**src/rtl/alu_pkg.sv**
```systemverilog
// alu_pkg: alucode map, FSM state encoding and default width shared by
// the ALU control decoder and alu_exec_unit so both ends agree.
package alu_pkg;
    localparam int XLEN_DEFAULT = 32;
    localparam logic [3:0] ALU_ADD  = 4'b0000;
    localparam logic [3:0] ALU_OR   = 4'b0001;
    localparam logic [3:0] ALU_AND  = 4'b0010;
    localparam logic [3:0] ALU_XOR  = 4'b0011;
    localparam logic [3:0] ALU_SUB  = 4'b0100;
    localparam logic [3:0] ALU_SLT  = 4'b0101;
    localparam logic [3:0] ALU_SLTU = 4'b0110;
    localparam logic [3:0] ALU_SLL  = 4'b0111;
    localparam logic [3:0] ALU_SRL  = 4'b1000;
    localparam logic [3:0] ALU_SRA  = 4'b1001;
    localparam logic [3:0] ALU_MUL  = 4'b1010;
    localparam logic [1:0] S_IDLE  = 2'd0;
    localparam logic [1:0] S_SHIFT = 2'd1;
    localparam logic [1:0] S_MUL   = 2'd2;
    localparam logic [1:0] S_DONE  = 2'd3;
    function automatic logic is_shift(input logic [3:0] code);
        return code == ALU_SLL || code == ALU_SRL || code == ALU_SRA;
    endfunction
endpackage

```
**src/rtl/alu_exec_unit_iter.sv**
```systemverilog
// alu_iter_core: iterative datapath, one shift bit (or one shift-add step) per cycle.
// Ports: start_i loads a_i/b_i/op_i with amt_i iterations; done_o is high in the
// final iteration cycle and res_o then carries that iteration's result.
// Macro ALU_MUL_EN adds the multiplier operand and shift-add accumulator.
module alu_iter_core
    import alu_pkg::*;
#(
    parameter int XLEN    = XLEN_DEFAULT,
    parameter int SHAMT_W = 5
) (
    input  logic               clk,
    input  logic               rst,
    input  logic               start_i,
    input  logic [3:0]         op_i,
    input  logic [XLEN-1:0]    a_i,
`ifdef ALU_MUL_EN
    input  logic [XLEN-1:0]    b_i,
`endif
    input  logic [SHAMT_W:0]   amt_i,
    output logic               done_o,
    output logic [XLEN-1:0]    res_o
);
    logic [XLEN-1:0]  val_q, val_nxt;
    logic [SHAMT_W:0] cnt_q;
    logic [3:0]       op_q;
    logic             busy_q;
    // Multiplicand shares val_q with the shifter: both shift left by one.
    assign val_nxt = op_q == ALU_SRL ? val_q >> 1 :
                     op_q == ALU_SRA ? {val_q[XLEN-1], val_q[XLEN-1:1]} : val_q << 1;
    assign done_o  = busy_q && cnt_q == 1;
`ifdef ALU_MUL_EN
    logic [XLEN-1:0] acc_q, mplr_q, acc_nxt;
    assign acc_nxt = mplr_q[0] ? acc_q + val_q : acc_q;
    assign res_o   = op_q == ALU_MUL ? acc_nxt : val_nxt;
`else
    assign res_o   = val_nxt;
`endif
    always_ff @(posedge clk) begin
        if (rst) begin
            val_q  <= '0;
            cnt_q  <= '0;
            op_q   <= '0;
            busy_q <= 1'b0;
`ifdef ALU_MUL_EN
            acc_q  <= '0;
            mplr_q <= '0;
`endif
        end else if (start_i) begin
            val_q  <= a_i;
            cnt_q  <= amt_i;
            op_q   <= op_i;
            busy_q <= 1'b1;
`ifdef ALU_MUL_EN
            acc_q  <= '0;
            mplr_q <= b_i;
`endif
        end else if (busy_q) begin
            val_q  <= val_nxt;
            cnt_q  <= cnt_q - 1'b1;
            busy_q <= cnt_q != 1;
`ifdef ALU_MUL_EN
            acc_q  <= acc_nxt;
            mplr_q <= mplr_q >> 1;
`endif
        end
    end
endmodule

```
**src/rtl/alu_exec_unit.sv**
```systemverilog
// alu_exec_unit: multi-cycle ALU executing the 4-bit alucode with valid/ready on both sides.
// Ports: in_valid/in_ready/alucode/op_a/op_b request side; out_valid/out_ready/result/
// zero/illegal result side (illegal qualified by out_valid). clk, sync active-high rst.
// Macro ALU_MUL_EN enables the shift-add multiply for alucode 1010; otherwise it is illegal.
module alu_exec_unit
    import alu_pkg::*;
#(
    parameter int XLEN    = XLEN_DEFAULT,
    parameter int SHAMT_W = 5
) (
    input  logic            clk,
    input  logic            rst,
    input  logic            in_valid,
    output logic            in_ready,
    input  logic [3:0]      alucode,
    input  logic [XLEN-1:0] op_a,
    input  logic [XLEN-1:0] op_b,
    output logic            out_valid,
    input  logic            out_ready,
    output logic [XLEN-1:0] result,
    output logic            zero,
    output logic            illegal
);
    logic [1:0]         state_q, state_d;
    logic [XLEN-1:0]    result_q, result_d, simple_res, iter_res;
    logic               zero_q, zero_d, illegal_q, illegal_d;
    logic               is_mul, legal, start, iter_done;
    logic [SHAMT_W-1:0] shamt;
    logic [SHAMT_W:0]   amt;
`ifdef ALU_MUL_EN
    assign is_mul = alucode == ALU_MUL;
`else
    assign is_mul = 1'b0;
`endif
    assign legal     = alucode <= ALU_SRA || is_mul;
    assign shamt     = op_b[SHAMT_W-1:0];
    assign amt       = is_mul ? (SHAMT_W+1)'(XLEN) : {1'b0, shamt};
    assign in_ready  = state_q == S_IDLE;
    assign out_valid = state_q == S_DONE;
    assign result    = result_q;
    assign zero      = zero_q;
    assign illegal   = illegal_q;
    // Zero-amount shifts finish here with op_a; illegal codes fall through to 0.
    assign start = in_ready && in_valid && (is_mul || (is_shift(alucode) && shamt != '0));
    assign simple_res = alucode == ALU_ADD  ? op_a + op_b :
                        alucode == ALU_OR   ? op_a | op_b :
                        alucode == ALU_AND  ? op_a & op_b :
                        alucode == ALU_XOR  ? op_a ^ op_b :
                        alucode == ALU_SUB  ? op_a - op_b :
                        alucode == ALU_SLT  ? {{(XLEN-1){1'b0}}, $signed(op_a) < $signed(op_b)} :
                        alucode == ALU_SLTU ? {{(XLEN-1){1'b0}}, op_a < op_b} :
                        is_shift(alucode)   ? op_a : '0;
    alu_iter_core #(.XLEN(XLEN), .SHAMT_W(SHAMT_W)) u_iter (
        .clk    (clk),
        .rst    (rst),
        .start_i(start),
        .op_i   (alucode),
        .a_i    (op_a),
`ifdef ALU_MUL_EN
        .b_i    (op_b),
`endif
        .amt_i  (amt),
        .done_o (iter_done),
        .res_o  (iter_res)
    );
    always_comb begin
        state_d   = state_q;
        result_d  = result_q;
        zero_d    = zero_q;
        illegal_d = illegal_q;
        if (in_ready && in_valid) begin
            if (start) begin
                state_d = is_mul ? S_MUL : S_SHIFT;
            end else begin
                state_d   = S_DONE;
                result_d  = simple_res;
                zero_d    = simple_res == '0;
                illegal_d = !legal;
            end
        end else if ((state_q == S_SHIFT || state_q == S_MUL) && iter_done) begin
            state_d   = S_DONE;
            result_d  = iter_res;
            zero_d    = iter_res == '0;
            illegal_d = 1'b0;
        end else if (out_valid && out_ready) begin
            state_d = S_IDLE;
        end
    end
    always_ff @(posedge clk) begin
        if (rst) begin
            state_q   <= S_IDLE;
            result_q  <= '0;
            zero_q    <= 1'b0;
            illegal_q <= 1'b0;
        end else begin
            state_q   <= state_d;
            result_q  <= result_d;
            zero_q    <= zero_d;
            illegal_q <= illegal_d;
        end
    end
endmodule

```
**config.mk**
```make
export PLATFORM = sky130hd
export DESIGN_NAME = alu_exec_unit
export DESIGN_NICKNAME = d
export VERILOG_FILES = /design/src/rtl/alu_pkg.sv /design/src/rtl/alu_exec_unit_iter.sv /design/src/rtl/alu_exec_unit.sv
export SDC_FILE = /design/constraint.sdc
export NUM_CORES = 1
export LEC_CHECK = 0
export CORE_ASPECT_RATIO = 0.9
export CORE_MARGIN = 2
export CORE_UTILIZATION = 50
export DETAILED_ROUTE_END_ITERATION = 8
export GPL_ROUTABILITY_DRIVEN = 0
export MAX_ROUTING_LAYER = met4
export PLACE_DENSITY = 0.83
export SLEW_MARGIN = 20
export SYNTH_ARGS = -nofsm -noshare
export SYNTH_HDL_FRONTEND = slang
export SYNTH_SLANG_ARGS = --single-unit
```
**constraint.sdc**
```tcl
create_clock -name clk -period 6.1 [get_ports clk]
set_input_delay 0.915 -clock clk [delete_from_list [all_inputs] [get_ports clk]]
set_output_delay 0.915 -clock clk [all_outputs]
set_load 0.005 [all_outputs]
```
==> impl_metrics.ini <==
[run_status]
status = finished, violations left
violations = design-rule violations

[sta]
min_period_over_period = 0.8302
finalHoldViolations = 0
grt_setup_unrepaired = false
worstMarginPinSlew_ps = 1162
timing.max_slew.rel_slack = 0.2251
post-route-min-period_ps = 5064
setup_viol = 0
final.setup.tns_ps = 0
maxSlewViolCount = 0
finalWorstSetupSlack_ps = 1036
max_freq_mhz = 197.5
fin_skew_ps = 5.618

[route]
detail_route.vias_per_cell = 6.956
remaining_drc_errors = 3
vias = 12220
ant_nets = 0
post_dr_wirelength_cell_um = 21.89
first_iter_violations = 2189
drtPass1Iterations = 9
drt-total-wl_um = 38430

[final_layout]
postLayoutCellArea_um2 = 11620
n_fill_cell = 1817
flow.area_growth_from_synthesis_pct = 14.43
layout.cells.most_common_list = 173 x nor2_1, 173 x a21oi_1, 139 x nand2_1, 105 x clkdlybuf4s50_1
register_area_um2 = 1585
cell_count_final_fillers_out = 1756
multiInputGateArea_um2 = 7714
drive_above_1_share = 0.05667
nNetsFinal = 1669

[clocking]
numCtsBuffers = 9
root_buffer = clkbuf_16
postCtsResizedCells = 0
cts_sink_cnt = 79
cts_tree = yes
post_cts_hold_buffer_count = 0
max-clock-path-buffers = 2
clock_tree.htree_level_count = 3
clk-insertion-delay-late_ps = 350
cts.repair_timing.setup_buffer_count = 0
worst_path_clk_slew_ps = 60

[critical_path]
chain_of_cells_forming_the_critical_path = clkdlybuf4s50_1, inv_1, ha_1, a21o_1, a21o_1, a2111oi_0, o21ai_1, a31oi_1, nor2_1, a211o_1, a21oi_1, mux2i_1, nand2_1, a21oi_1
arrival_ps = 5260
timing_worst_setup_path_type = in -> reg
crit_path_max_fanout = 16
critPathLaunchType = input pin
worst_path_max_delay_cell = a2111oi_0
timing.critical_path.to_type = register
worst_ep_required_time_ps = 6300
crit_path_max_incr_delay_ps = 790

[synth]
seq_area_frac_synth = 0.1557
ys_top_cells_by_area = dfxtp_1 16%, ha_1 12%, a21oi_1 8.5%
netlist.top_cell.by_area = dfxtp_1
async_flop_share = 0
yosys_warnings = 0
synth_seq_cells = 79
syn-cell-area_um2 = 10160
netlist.area_leader.share = 0.1557
edff_count_synth = 0
postSynthCellCount = 1459
syn_area_per_cell_um2 = 6.961
yosys.cell_types.count = 95
postSynth.topFlopCell = dfxtp_1
syn-num-nets = 1633

[floorplan]
die-height_um = 139.2
floorplan.rows = 49
die_area_um2 = 21470
pin_count = 108
coreArea_um2 = 19930
initial_cell_density_of_the_core = 0.5097
floorplan.die.width_um = 154.2

[global_routing]
antenna_found_initial = 1
grt-ovfl-total = 0
gr-usage-all-layers = 0.3560
grt_start_max_net_pins = 81
wire_length_of_the_first_global_routing_pass_um = 59750
number_of_global_route_vias_before_repair = 11130

[power]
power.static_leakage_nw = 4.709
max-vdd-ir-drop_uv = 144.0
power_per_cell_area_nw_per_um2 = 185.5
finalPower_w = 0.002156

[min_path]
min_path_type = reg -> reg

[place]
dp_hpwl_um = 28080
dp.cells = 1739
detailed_place.area_um2 = 11280
preCtsSetupSlack_ps = 980.6
place.port_buffers = 107

[flow_run]
timing.max_cap.violations = 0
-- through the flow --
step	utilization	hold WS [ps]
6_report	0.5832	447.5
5_1_grt	0.5832	466.6
4_1_cts	0.5830	450.8
3_5_place_dp	0.5663	443.5
3_3_place_gp	0.5663	437.5
2_1_floorplan	-	436.5
-- layer usage --
layer | track usage | routed length, um | vias to the layer above | share of wire
met2 | 0.5183 | 15700 | 1055 | 0.41
li1 | - | - | 5366 | -
met5 | - | 0 | - | 0
met1 | 0.4439 | 13760 | 5486 | 0.36
met3 | 0.09094 | 5921 | 308 | 0.15
met4 | 0.2091 | 3048 | 0 | 0.079
-- area by class of cell --
class | count | share of cell area
flip-flops and latches | 79 | 0.1364
repair buffers | 135 | 0.1094
clock inverters | 5 | 0.006783
inverters | 106 | 0.03424
well taps | 255 | 0.02745
diodes | 1 | 0.0002153
clock buffers | 11 | 0.02175
multi-input cells | 1164 | 0.6638
-- report_power, final --
group | total (W) | internal [W] | switching (W)
registers | 0.000590 | 0.000555 | 0.0000354
logic | 0.000959 | 0.000362 | 0.000597
clock network | 0.000606 | 0.000381 | 0.000226
-- synthesized netlist by cell type (8+ instances only) --
master    count
nand2_1     139
a22oi_1      20
o31ai_1      18
nand4_1      16
a211oi_1     61
o21ai_0      56
xnor2_1      17
clkbuf_1     80
nor2b_1      11
inv_1       100
nor4_1       11
ha_1        100
a21oi_1     173
mux2i_1      48
buf_2        21
nand3_1      21
nand2b_1     18
o21bai_1      9
dfxtp_1      79
a21o_1       20
o211ai_1     31
a31oi_1      11
nor3_1       31
and3_1        8
nor2_1      173
-- logic make-up (layout without fill, tap and decap cells) --
group / after synthesis / count (layout) / share of synthesized area
other cells: 0 / 1 / 0
xor+xnor: 20 / 20 / 0.01725
fa+ha+maj: 102 / 102 / 0.1271
buf+inv: 216 / 257 / 0.08575
mux: 53 / 53 / 0.05396
simple gates: 472 / 472 / 0.2151
flops: 79 / 79 / 0.1557
compound gates: 517 / 517 / 0.3451
-- worst max-delay path, delay by kind of cell --
kind / cells / cell delay (ps)
buf+inv: 2 / 780
fa+ha+maj: 1 / 530
simple gates: 2 / 190
compound gates: 8 / 2680
mux: 1 / 160
-- final timing paths --
kind | from | end | slack, ps | cells past startpoint
worst max-delay path | op_a[16] | result[27] | 1040 | 14
worst min-delay path | result[13] | result[13] | 450 | 2
worst max register to register | state_q[0] | zero | 2400 | 13
worst min register to register | result[13] | result[13] | 450 | 2
-- sequential cells by signal, indices dropped and copies added, names as in the netlist --
register	flops
result	32
u_iter.val_q	32
u_iter.cnt_q	6
u_iter.op_q	4
state_q	2
illegal	1
u_iter.busy_q	1
zero	1
No activity file was read; power rests on OpenSTA's default activity.
